## config.mk

```make
export PLATFORM = sky130hd
export DESIGN_NAME = fifo_rv_1r1w
export DESIGN_NICKNAME = d
export VERILOG_FILES = /design/src/rtl/fifo_rv_1r1w.sv
export SDC_FILE = /design/constraint.sdc
export NUM_CORES = 1
export LEC_CHECK = 0
export ABC_CLOCK_PERIOD_IN_PS = 4640
export BUFFER_PORTS_ARGS = -buffer_cell sky130_fd_sc_hd__buf_2
export CAP_MARGIN = 20
export CORE_AREA = 2 2 57 59
export DETAILED_ROUTE_END_ITERATION = 6
export DIE_AREA = 0 0 59 61
export GPL_ROUTABILITY_DRIVEN = 0
export PLACE_DENSITY = 0.81
export RECOVER_POWER = 25
export REMOVE_ABC_BUFFERS = 1
export SETUP_SLACK_MARGIN = 0.3
export SLEW_MARGIN = 30
export SYNTH_ARGS = -nofsm -noshare
export SYNTH_HDL_FRONTEND = slang
export SYNTH_SLANG_ARGS = --single-unit
```

## constraint.sdc

```tcl
create_clock -name i_clk -period 4.64 [get_ports i_clk]
set_clock_uncertainty 0.05 [all_clocks]
set_input_delay 0.928 -clock i_clk [delete_from_list [all_inputs] [get_ports i_clk]]
set_output_delay 0.928 -clock i_clk [all_outputs]
set_load 0.02 [all_outputs]
```

## src/rtl/fifo_rv_1r1w.sv

```systemverilog
// Valid/ready FIFO with first-word-fall-through read, occupancy count,
// almost-full/almost-empty flags and synchronous flush; any DEPTH >= 2.
module fifo_rv_1r1w #(
  parameter int DWIDTH        = 8,
  parameter int DEPTH         = 4,
  parameter int AFULL_THRESH  = DEPTH - 1,
  parameter int AEMPTY_THRESH = 1
) (
  input  logic                       i_clk,
  input  logic                       i_rst,
  input  logic                       i_flush,
  input  logic                       i_wvalid,
  output logic                       o_wready,
  input  logic [DWIDTH-1:0]          i_wdata,
  output logic                       o_rvalid,
  input  logic                       i_rready,
  output logic [DWIDTH-1:0]          o_rdata,
  output logic [$clog2(DEPTH+1)-1:0] o_count,
  output logic                       o_almost_full,
  output logic                       o_almost_empty
);

  localparam int CW = $clog2(DEPTH + 1);
  localparam int AW = (DEPTH > 1) ? $clog2(DEPTH) : 1;

  logic [DWIDTH-1:0] mem_r [DEPTH];
  logic [AW-1:0]     wr_idx_r;
  logic [AW-1:0]     rd_idx_r;
  logic [CW-1:0]     count_r;
  logic [AW-1:0]     wr_idx_nxt_s;
  logic [AW-1:0]     rd_idx_nxt_s;
  logic              push_s;
  logic              pop_s;

  // Flags decode from the count register only, so handshakes never loop back.
  assign o_wready       = (count_r != CW'(DEPTH));
  assign o_rvalid       = (count_r != {CW{1'b0}});
  assign o_almost_full  = (count_r >= CW'(AFULL_THRESH));
  assign o_almost_empty = (count_r <= CW'(AEMPTY_THRESH));
  assign o_count        = count_r;
  assign o_rdata        = mem_r[rd_idx_r];

  assign push_s = i_wvalid & o_wready;
  assign pop_s  = i_rready & o_rvalid;

  // Explicit wrap keeps non-power-of-2 depths correct.
  assign wr_idx_nxt_s = (wr_idx_r == AW'(DEPTH - 1)) ? {AW{1'b0}} : wr_idx_r + AW'(1);
  assign rd_idx_nxt_s = (rd_idx_r == AW'(DEPTH - 1)) ? {AW{1'b0}} : rd_idx_r + AW'(1);

  // Storage array, intentionally not reset.
  always_ff @(posedge i_clk) begin
    if (push_s) begin
      mem_r[wr_idx_r] <= i_wdata;
    end
  end

  // Index and occupancy state with reset > flush > push/pop priority.
  always_ff @(posedge i_clk) begin
    if (i_rst || i_flush) begin
      wr_idx_r <= {AW{1'b0}};
      rd_idx_r <= {AW{1'b0}};
      count_r  <= {CW{1'b0}};
    end else begin
      if (push_s) begin
        wr_idx_r <= wr_idx_nxt_s;
      end
      if (pop_s) begin
        rd_idx_r <= rd_idx_nxt_s;
      end
      case ({push_s, pop_s})
        2'b10:   count_r <= count_r + CW'(1);
        2'b01:   count_r <= count_r - CW'(1);
        default: count_r <= count_r;
      endcase
    end
  end

`ifdef SIMULATION
  fifo_rv_1r1w_chk #(
    .DWIDTH       (DWIDTH),
    .DEPTH        (DEPTH),
    .AFULL_THRESH (AFULL_THRESH),
    .AEMPTY_THRESH(AEMPTY_THRESH),
    .AW           (AW),
    .CW           (CW)
  ) u_chk (
    .clk   (i_clk),
    .rst   (i_rst),
    .wvalid(i_wvalid),
    .wready(o_wready),
    .wdata (i_wdata),
    .wr_idx(wr_idx_r),
    .rd_idx(rd_idx_r),
    .count (count_r)
  );
`endif

endmodule

`ifdef SIMULATION
// Invariant checker: parameter ranges, index/count consistency, held-off data stability.
module fifo_rv_1r1w_chk #(
  parameter int DWIDTH        = 8,
  parameter int DEPTH         = 4,
  parameter int AFULL_THRESH  = 3,
  parameter int AEMPTY_THRESH = 1,
  parameter int AW            = 2,
  parameter int CW            = 3
) (
  input logic              clk,
  input logic              rst,
  input logic              wvalid,
  input logic              wready,
  input logic [DWIDTH-1:0] wdata,
  input logic [AW-1:0]     wr_idx,
  input logic [AW-1:0]     rd_idx,
  input logic [CW-1:0]     count
);

  if (DWIDTH < 1) $error("DWIDTH must be >= 1");
  if (DEPTH < 2) $error("DEPTH must be >= 2");
  if (AFULL_THRESH < 1 || AFULL_THRESH > DEPTH) $error("AFULL_THRESH out of range");
  if (AEMPTY_THRESH < 0 || AEMPTY_THRESH > DEPTH - 1) $error("AEMPTY_THRESH out of range");

  int diff_s;
  assign diff_s = (int'(wr_idx) >= int'(rd_idx)) ? int'(wr_idx) - int'(rd_idx)
                                                 : int'(wr_idx) + DEPTH - int'(rd_idx);

  a_count_range: assert property (@(posedge clk) disable iff (rst) int'(count) <= DEPTH);
  a_idx_range:   assert property (@(posedge clk) disable iff (rst)
                                  int'(wr_idx) < DEPTH && int'(rd_idx) < DEPTH);
  a_count_diff:  assert property (@(posedge clk) disable iff (rst)
                                  (diff_s == 0) ? (count == '0 || int'(count) == DEPTH)
                                                : (int'(count) == diff_s));
  a_wdata_hold:  assert property (@(posedge clk) disable iff (rst)
                                  (wvalid && !wready) |=> (!wvalid || $stable(wdata)));

endmodule
`endif

```

* Word level (Yosys, flattened, before mapping) *
Memory sizes are Yosys's and may differ from the RTL's. A register that Yosys moved wholly into a read port is not among the register bits.
Cells that the tools add are included.

operators by class
  shift operators = 0
  magnitude comparators = 2
  $mul = 0
  mux-type cells = 7
  bitwise gates (word level) = 2
  reduce and logical (&&, ||, !) cells = 3
  divide/modulo/power cells = 0
  eq/ne operators = 5
  add/subtract/negate cells = 4

operator list
  kind                 count
  $mux 2               4
  $eq 2x2->1 const B   3
  $pmux 3 s2           1
  $add 2x1->2 const B  2
  $add 3x1->3 const B  1
  $ge 3x2->1 const B   1
  $le 3x1->1 const B   1
  $ne 3x3->1 const B   1
  $reduce_bool 3->1    1
  $sub 3x1->3 const B  1
  $and 1x1->1          2
  $eq 2x1->1 const B   1
  $mux 1               2
  $reduce_bool 2->1    1
  $logic_or 1x1->1     1

storage, ports and cells
  memories = 1
  bits in latches = 0
  memory bits (writable) = 32
  word-level logic and storage cells = 27
  input bits = 13
  bits in read-only memories = 0
  flip-flop bits (word level) = 7

memories
  memory  depth  bits a word  rd ports  clocked after memory_dff  write ports  line  text
  mem_r   4      8            1         1                         1            26    logic [DWIDTH-1:0] mem_r [DEPTH];

* Longest topological paths before layout *
Gate-level depths: netlist (run 1).

  depth in word-level cells = 4
  depth in mapped cells = 8
  gate-level depth less buffers = 8

* Worst setup path after synthesis (run 1) *
Ideal clock, no wire load.

  path type = input to register
  start point = input port i_wvalid
  end point = register count_r[2], in the netlist o_count[2]
  arrival = 2.009 ns
  stages on the path = 6
  setup time = 0.126 ns
  slack = 2.455 ns
  cells stage by stage = a21boi_1 -> inv_1 -> ha_1 -> nor2_1 -> a31oi_1 -> a21oi_1

on the way
  cells in the longest elaborated chain, start to end = 3
  elaborated cells between the ends (all ways) = 5
  classes of those cells = eq/ne (2); mux (1); bitwise (1); reduce/logical (1)

RTL lines
  what                                                    line  text
  from (decl)                                             12    input logic i_wvalid,
  $and 1x1->1 (*)                                         43    assign push_s = i_wvalid & o_wready;
  $eq 2x1->1 / $eq 2x2->1 (equally long branches)         70    case ({push_s, pop_s})
  $pmux 3 s2 / $reduce_bool 2->1 (equally long branches)  -
  to (signal assigned)                                    71    2'b10: count_r <= count_r + CW'(1);
  to (signal assigned)                                    72    2'b01: count_r <= count_r - CW'(1);
  to (signal assigned)                                    73    default: count_r <= count_r;
  to (decl)                                               29    logic [CW-1:0] count_r;

Mark *: on every way between the ends. The rest lies on a longest branch, timed or not.
A chain may end at the register's enable or synchronous reset.

==> results of run 1 <==
area by class of cell:
class | count | area (sq um) | share of cell area (%)
sequential | 41 | 1141 | 58.95
multi-input combinational | 54 | 518.0 | 26.76
timing repair buffer | 27 | 126.4 | 6.529
clock inverter | 3 | 41.29 | 2.133
tap | 33 | 41.29 | 2.133
clock buffer | 5 | 37.54 | 1.939
inverter | 8 | 30.03 | 1.551
metal layers:
| metal | track usage [%] | wire (um) |
|---|---|---|
| met1 | 18.05 | 1111 |
| met5 | 0 | 0 |
| met4 | 6.818 | 27 |
| met3 | 4.264 | 92 |
| met2 | 31.90 | 1490 |
per-stage QoR:
stage	instance area (sq um)	hold slack, ns
after detailed placement	1866	0.4714
after global placement	1866	0.4336
after global routing	1936	0.5159
final	1936	0.4869
after floorplan	1689	0.4203
after CTS	1944	0.4888
power by group through the flow:
stage	clock network, mW	registers (mW)	logic (mW)
finish	0.222	0.412	0.0708
global route	0.240	0.413	0.0781
CTS	0.227	0.412	0.0723
detailed placement	0	0.420	0.0720
global placement	0	0.420	0.0684
floorplan	0	0.421	0.0457
logic make-up (layout without fill, tap and decap cells):
| logic type | count (synthesis) | after routing |
|---|---|---|
| buffers and inverters | 11 | 43 |
| AOI/OAI and AO/OA | 11 | 11 |
| muxes | 10 | 10 |
| and+or+nand+nor | 20 | 20 |
| xor gates and xnor gates | 2 | 2 |
| DFF | 41 | 41 |
| adders and majority gates | 11 | 11 |
worst register-to-register path, stage by stage (launching register included):
cell and delay [ns]:
dfxtp_1 0.42, inv_1 0.11, ha_1 0.23, a21boi_1 0.44
inv_1 0.10, ha_1 0.39, nor3_1 0.22, a31oi_1 0.06
a21oi_1 0.12
cells in the final DEF, fill, tap and decap left out, drive strengths merged:
cell and instances:
edfxtp 32, a21boi 1, mux4 8, nand3 1, ha 11, clkinv 1, clkbuf 12, a31oi 1
nor3 1, clkinvlp 1, inv 8, dfxtp 9, nor2b 2, or4 1, nand2 1, and2 4
buf 20, a21oi 4, nor2 9, or2 1, o21ai 4, mux2i 2, a211oi 1, xor2 2
bufinv 1
how the worst max path moves through the flow:
stage / from / to / cells past startpoint
2_1_floorplan: i_wvalid / o_count[2] / 6
3_3_place_gp: register / o_rdata[0] / 2
3_5_place_dp: i_wvalid / o_count[2] / 7
4_1_cts: register / o_rdata[0] / 2
5_1_grt: register / o_rdata[0] / 2
6_report: register / o_rdata[0] / 2
state kept, by name, summed over array words and instances (netlist names), named ones only:
| name | cells |
|---|---|
| mem_r | 32 |
| o_count | 3 |
| rd_idx_r | 2 |
| wr_idx_r | 2 |
==> impl_table.tex, run 1 <==
\begin{tabular}{lr}
\hline
Metric & Value \\
\hline
\multicolumn{2}{l}{\textbf{Outcome}} \\
\quad Run status & completed \\
\multicolumn{2}{l}{\textbf{Setup path}} \\
\quad Data required time of the critical path & approximately 3.7 ns \\
\quad Critical Path Slowest Stage Cell & dfxtp\_1 \\
\quad Reg2reg setup slack & roughly 2.4 ns \\
\quad Type of the worst setup path & register to output port \\
\quad Kind of cell adding the most delay to the critical path & flip-flops \\
\quad Critical-path cell list & mux4\_2 -> buf\_2 \\
\quad CP Buf/Inv Count & 1 \\
\quad Register-to-Register Path Depth & 8 \\
\quad Startpoint of the most critical register-to-register path & o\_count[0] \\
\quad Arrival time at the worst endpoint & 1.75 ns \\
\quad Critical path startpoint category & register \\
\quad CP max FO & 8 \\
\quad End of the worst register-to-register path & o\_count[2] \\
\quad Delay of the slowest cell on the worst path & between 0.6 and 0.7 ns \\
\quad Endpoint type of the worst setup path & output port \\
\multicolumn{2}{l}{\textbf{CTS}} \\
\quad Clock tree from TritonCTS & yes \\
\quad Number of setup buffers added after CTS & 0 \\
\quad Clock-pin transition on the worst setup and hold timing paths & about 0.12 ns \\
\quad Maximum level of the CTS H-tree & 2 \\
\quad Total number of clock tree sinks & a little over 40 \\
\quad Clock latency on the worst-skew pair & roughly 0.33 ns \\
\quad Root buffer cell & clkbuf\_4 \\
\quad Number of hold buffers added after cts & 0 \\
\quad Total clock buffers created by CTS & 5 \\
\quad Number of gates given a new drive strength after cts & 0 \\
\quad Maximum number of buffers from clock root to sink & 2 \\
\multicolumn{2}{l}{\textbf{Yosys}} \\
\quad Top flip-flop cell by instance count after synthesis & edfxtp\_1 \\
\quad Most frequent cells after synthesis & edfxtp\_1, ha\_1, dfxtp\_1, nor2\_1 \\
\quad Area share of the largest cell type after synthesis & between 50 and 60\% \\
\quad Largest cells by area after synthesis & edfxtp\_1, dfxtp\_1, mux4\_2 \\
\quad Adder-cell share of the synthesized area & between 8 and 9\% \\
\quad Count of distinct cell types in the synthesized netlist & 24 \\
\quad Post-synth top area cell & edfxtp\_1 \\
\quad Synthesized area divided by synthesized cell count & about 16 sq um \\
\quad Post-synthesis register bit count & approximately 40 \\
\quad Synth Instances & $\sim$110 \\
\quad Area fraction in compound gates after synthesis & 3.603\% \\
\quad Cell with the most instances after synthesis & edfxtp\_1 \\
\quad Proportion of synthesized chip area in sequential cells & between 60 and 70\% \\
\quad Fraction of the mapped netlist area in simple logic gates & under 10\% \\
\quad Number of warnings printed during yosys synthesis & 0 \\
\quad Share of flip-flops with an asynchronous set or reset after synthesis & 0\% \\
\quad Multiplexer fraction of the synthesized cell area & a little under an eighth \\
\quad Post-synth EDFFs & 32 \\
\quad Post-synthesis xor/xnor area fraction & around 1\% \\
\quad Post-Syn Area & around 1700 sq um \\
\quad Combinational family with the most area after synthesis & multiplexers \\
\multicolumn{2}{l}{\textbf{Timing}} \\
\quad Maximum clock frequency & between 300 and 400 MHz \\
\quad Final Hold Violating Endpoints & 0 \\
\quad Worst slew margin relative to its limit & between 60\% and 70\% \\
\quad Post-route worst setup slack & 1.911 ns \\
\quad Tightest Pin Transition & roughly 0.53 ns \\
\quad Share of the clock period used by the worst path & about 59\% \\
\quad Number of max-slew violations in the final report & 0 \\
\quad Setup-violating endpoint count in the final report & 0 \\
\quad Setup repair after global routing missed its margin & no \\
\quad Setup TNS & 0 ns \\
\quad Post-layout minimum cycle time & around 2.7 ns \\
\multicolumn{2}{l}{\textbf{Final layout}} \\
\quad Inserted Diodes & 0 \\
\quad Final core utilization & $\sim$66\% \\
\quad Share of final-layout standard cells stronger than drive strength 1 & between 20\% and 30\% \\
\quad Final cell count without fillers & $\sim$170 \\
\quad Nets & roughly 160 \\
\quad Final-layout fill cell count & approximately 220 \\
\quad Growth of design area from synthesis to finish & 13.75\% \\
\multicolumn{2}{l}{\textbf{Die}} \\
\quad Horizontal die dimension & just under 60 um \\
\quad Area of the placeable core & between 2000 and 3000 sq um \\
\quad Initial standard-cell utilization of the core & between 50 and 60\% \\
\quad Total Die Area & 3599 sq um \\
\quad Vertical die dimension & around 61 um \\
\quad Ports & 28 \\
\quad Core Rows & 20 \\
\multicolumn{2}{l}{\textbf{Hold path}} \\
\quad Worst Hold Class & register to register \\
\quad Sink of the worst hold path & rd\_idx\_r[1] \\
\quad Startpoint of the tightest hold check path & rd\_idx\_r[1] \\
\quad Hold path depth & 2 \\
\multicolumn{2}{l}{\textbf{Place}} \\
\quad Total of buffers placed on input and output ports & 27 \\
\quad HPWL reported at the end of detailed placement & $\sim$1.9 mm \\
\quad Post-Place Cells & between 150 and 200 \\
\quad Worst setup timing slack at the placement stage & between 2 and 2.5 ns \\
\multicolumn{2}{l}{\textbf{Pwr}} \\
\quad Cell-internal power & about 550 uW \\
\quad Total power after layout & approximately 700 uW \\
\quad Maximum VDD drop & 0.1605 mV \\
\quad Combinational fraction of design power & between 10 and 15\% \\
\quad Proportion of power drawn by flip-flops and latches & slightly below 60\% \\
\quad Standby leakage power & approximately 0.72 nW \\
\quad Power density over the cells & 363.9 nW/um\^{}2 \\
\quad Switching Fraction & between 20\% and 30\% \\
\quad Part of the total power dissipated in the clock network & about a third \\
\quad Sw power & approximately 160 uW \\
\multicolumn{2}{l}{\textbf{Drt}} \\
\quad Drt first pass iters & 4 \\
\quad Overall via count from detail\_route & 919 \\
\quad Antenna Violating Nets Remaining & 0 \\
\quad Via density per instance & $\sim$5.4 \\
\quad Number of DRC markers after the initial detailed-route iteration & 22 \\
\quad Post-detailed-route DRC marker count & 0 \\
\quad Total detailed-routing wirelength & 2.721 mm \\
\quad Average detailed-routed wire length per instance & 15.91 um \\
\multicolumn{2}{l}{\textbf{Global route}} \\
\quad Wire length of the first global-routing pass & 4.250 mm \\
\quad Number of antenna violations at the first check in global routing & 0 \\
\quad Vias in the first global route & $\sim$960 \\
\quad Maximum number of pins on one net before global-route repair & 14 \\
\quad Aggregate global-route resource usage & between 15 and 20\% \\
\quad GR Overflow Total & 0 \\
\multicolumn{2}{l}{\textbf{Run}} \\
\quad Max-capacitance violation count & 0 \\
\hline
\end{tabular}
(Power assumes the default switching activity.)
==> inputs of run 2 (changes only) <==
--- a/config.mk
+++ b/config.mk
@@ -5,14 +5,15 @@
 export SDC_FILE = /design/constraint.sdc
 export NUM_CORES = 1
 export LEC_CHECK = 0
-export ABC_CLOCK_PERIOD_IN_PS = 4640
+export ABC_AREA = 1
+export ABC_CLOCK_PERIOD_IN_PS = 2400
 export BUFFER_PORTS_ARGS = -buffer_cell sky130_fd_sc_hd__buf_2
 export CAP_MARGIN = 20
-export CORE_AREA = 2 2 57 59
+export CORE_AREA = 2 2 64 66
 export DETAILED_ROUTE_END_ITERATION = 6
-export DIE_AREA = 0 0 59 61
+export DIE_AREA = 0 0 66 68
 export GPL_ROUTABILITY_DRIVEN = 0
-export PLACE_DENSITY = 0.81
+export PLACE_DENSITY = 0.72
 export RECOVER_POWER = 25
 export REMOVE_ABC_BUFFERS = 1
 export SETUP_SLACK_MARGIN = 0.3
==> constraint.sdc (replaced) <==
create_clock -name i_clk -period 2.4 [get_ports i_clk]
set_clock_uncertainty 0.05 [all_clocks]
set_input_delay 0.48 -clock i_clk [delete_from_list [all_inputs] [get_ports i_clk]]
set_output_delay 0.48 -clock i_clk [all_outputs]
set_load 0.02 [all_outputs]
==> impl_table.tex, run 2 <==
\begin{tabular}{lr}
\hline
Metric & Value \\
\hline
\multicolumn{2}{l}{\textbf{Global route}} \\
\quad Maximum number of pins on one net before global-route repair & 33 \\
\quad Aggregate global-route resource usage & between 10\% and 20\% \\
\quad Number of antenna violations at the first check in global routing & 0 \\
\quad GR Overflow Total & 0 \\
\quad Vias in the first global route & about 1100 \\
\quad Wire length of the first global-routing pass & about 4.6 mm \\
\multicolumn{2}{l}{\textbf{Timing}} \\
\quad Final Hold Violating Endpoints & 0 \\
\quad Setup-violating endpoint count in the final report & 0 \\
\quad Post-route worst setup slack & between 0.4 and 0.5 ns \\
\quad Post-layout minimum cycle time & 2.000 ns \\
\quad Worst slew margin relative to its limit & roughly 62\% \\
\quad Maximum clock frequency & about 500 MHz \\
\quad Share of the clock period used by the worst path & between 80\% and 90\% \\
\quad Tightest Pin Transition & 0.5712 ns \\
\quad Number of max-slew violations in the final report & 0 \\
\quad Setup repair after global routing missed its margin & no \\
\quad Worst hold slack & around 0.36 ns \\
\quad Setup TNS & 0 ns \\
\multicolumn{2}{l}{\textbf{Place}} \\
\quad Worst setup timing slack at the placement stage & approximately 0.63 ns \\
\quad HPWL reported at the end of detailed placement & 1.942 mm \\
\quad Total of buffers placed on input and output ports & 27 \\
\quad Placed cell area & around 2000 sq um \\
\multicolumn{2}{l}{\textbf{Final layout}} \\
\quad Final-layout fill cell count & 330 \\
\quad Growth of design area from synthesis to finish & 17.55\% \\
\quad Nets & $\sim$230 \\
\quad Final Cell Area & about 2100 sq um \\
\quad Share of final-layout standard cells stronger than drive strength 1 & 19.02\% \\
\quad Leading cell types in the layout, fill and taps excluded & edfxtp\_1, inv\_1, nand2\_1, buf\_2, a21oi\_1 \\
\quad Max reg flops & 32 \\
\quad Inserted Diodes & 0 \\
\quad Register bank with the most flops & mem\_r \\
\quad Most frequent standard cell in the layout excluding fill and tap cells & edfxtp\_1 \\
\multicolumn{2}{l}{\textbf{Yosys}} \\
\quad Proportion of synthesized chip area in sequential cells & between 60\% and 70\% \\
\quad Most frequent cells after synthesis & edfxtp\_1, inv\_1, nand2\_1, a21oi\_1, nor2\_1 \\
\quad Synth Instances & 170 \\
\quad Cell with the most instances after synthesis & edfxtp\_1 \\
\quad Post-synth top area cell & edfxtp\_1 \\
\quad Count of distinct cell types in the synthesized netlist & 21 \\
\quad Post-synthesis register bit count & 41 \\
\quad Post-synth EDFFs & 32 \\
\quad Area share of the largest cell type after synthesis & a little over half \\
\quad Top flip-flop cell by instance count after synthesis & edfxtp\_1 \\
\quad Share of flip-flops with an asynchronous set or reset after synthesis & 0\% \\
\quad Largest cells by area after synthesis & edfxtp\_1, dfxtp\_1, ha\_1 \\
\quad Synthesized area divided by synthesized cell count & $\sim$11 sq um \\
\quad Number of warnings printed during yosys synthesis & 0 \\
\quad Post-Syn Area & about 1800 sq um \\
\multicolumn{2}{l}{\textbf{Die}} \\
\quad Total Die Area & 4488 sq um \\
\quad Initial standard-cell utilization of the core & a little under half \\
\quad Ports & 28 \\
\quad Core Rows & 23 \\
\quad Area of the placeable core & 3856 sq um \\
\quad Horizontal die dimension & between 60 and 70 um \\
\quad Vertical die dimension & between 60 and 70 um \\
\multicolumn{2}{l}{\textbf{Setup path}} \\
\quad Critical-path cell list & o211ai\_1 -> nand2\_1 -> buf\_2 \\
\quad Type of the worst setup path & register to output port \\
\quad Worst setup path end & o\_rdata[5] \\
\quad Delay of the slowest cell on the worst path & $\sim$0.7 ns \\
\quad Startpoint of the most critical register-to-register path & o\_count[0] \\
\quad Endpoint type of the worst setup path & output port \\
\quad End of the worst register-to-register path & o\_count[0] \\
\quad CP Buf/Inv Count & 1 \\
\quad Register-to-Register Path Depth & 8 \\
\quad Kind of cell adding the most delay to the critical path & flip-flops \\
\quad Arrival time at the worst endpoint & 1.47 ns \\
\quad Critical Path Stages & 3 \\
\quad Reg2reg setup slack & approximately 0.61 ns \\
\quad CP max FO & 16 \\
\quad Critical path startpoint category & register \\
\quad Critical Path Slowest Stage Cell & dfxtp\_1 \\
\quad Data required time of the critical path & roughly 1.9 ns \\
\multicolumn{2}{l}{\textbf{CTS}} \\
\quad Number of gates given a new drive strength after cts & 0 \\
\quad Total clock buffers created by CTS & 5 \\
\quad Number of hold buffers added after cts & 0 \\
\quad Maximum level of the CTS H-tree & 2 \\
\quad Number of setup buffers added after CTS & 0 \\
\quad Clock-pin transition on the worst setup and hold timing paths & 0.07 ns \\
\quad Total number of clock tree sinks & 41 \\
\quad Clock tree from TritonCTS & yes \\
\quad Clock latency on the worst-skew pair & roughly 0.29 ns \\
\quad Maximum number of buffers from clock root to sink & 2 \\
\quad Root buffer cell & clkbuf\_8 \\
\multicolumn{2}{l}{\textbf{Hold path}} \\
\quad Worst Hold Class & primary input to register \\
\multicolumn{2}{l}{\textbf{Drt}} \\
\quad Overall via count from detail\_route & 1183 \\
\quad Number of DRC markers after the initial detailed-route iteration & 38 \\
\quad Antenna Violating Nets Remaining & 0 \\
\quad Total detailed-routing wirelength & between 2 and 3 mm \\
\quad Via density per instance & 4.639 \\
\quad Drt first pass iters & 4 \\
\quad Average detailed-routed wire length per instance & between 10 and 15 um \\
\quad Post-detailed-route DRC marker count & 0 \\
\multicolumn{2}{l}{\textbf{Pwr}} \\
\quad Maximum VDD drop & 0.3307 mV \\
\quad Power density over the cells & about 740 nW/um\^{}2 \\
\quad Total power after layout & $\sim$1.6 mW \\
\quad Standby leakage power & between 0.8 and 0.9 nW \\
\multicolumn{2}{l}{\textbf{Outcome}} \\
\quad Run status & completed \\
\multicolumn{2}{l}{\textbf{Run}} \\
\quad Max-capacitance violation count & 0 \\
\hline
\end{tabular}
==> run 2: changes by cell type after synthesis, sizes merged, moves of 7 or more <==
cell,delta
inv,+23
nand2,+29
o211ai,+8
mux4,-8
a21oi,+10
o21ai,+7
==> run 2: worst min-delay path by stage <==
stage                start           to  depth (start not counted)
5_1_grt         i_wdata[2]  mem_r[1][2]                          1
4_1_cts         i_wdata[6]  mem_r[3][6]                          1
3_3_place_gp    o_count[0]   o_count[0]                          1
6_report        i_wdata[2]  mem_r[0][2]                          1
2_1_floorplan  wr_idx_r[1]  wr_idx_r[1]                          2
3_5_place_dp   wr_idx_r[1]  wr_idx_r[1]                          2
==> run 2: power by group <==
part           total [mW]  leakage, nW  switching, mW  internal, mW
clock               0.560       0.0585          0.221         0.339
combinational       0.214        0.472          0.139        0.0745
sequential          0.806        0.367         0.0156         0.791
==> run 2: area by class of cell <==
class,count,area [sq um],share of cell area [%]
Inverter,31,116.4,5.423
Sequential cell,41,1141,53.18
Clock buffer,7,86.33,4.023
Tap cell,50,62.56,2.915
Timing Repair Buffer,32,165.2,7.697
Clock inverter,1,30.03,1.399
Multi-Input combinational cell,93,544.3,25.36
==> run 2: cell families after synthesis <==
kind of cell | synth area share, %
xor gates and xnor gates | 0.4799
buffers and inverters | 7.676
adders and majority gates | 7.539
DFF | 62.51
and+or+nand+nor | 10.83
AOI/OAI and AO/OA | 10.97
==> run 2: metrics by stage <==
| step | cells | utilization [%] |
|---|---|---|
| finish | 255 | 55.65 |
| global route | 255 | 55.65 |
| CTS | 255 | 55.84 |
| detailed placement | 247 | 52.82 |
| global placement | 247 | 52.82 |
| floorplan | 165 | - |
==> run 2: per-layer routing <==
metal	share of wire (%)	up-vias	global-route usage, %
li1	-	627	-
met1	45	524	15.04
met2	49	27	26.26
met3	4.8	5	5.263
met4	1.8	0	6.122
met5	0	-	0
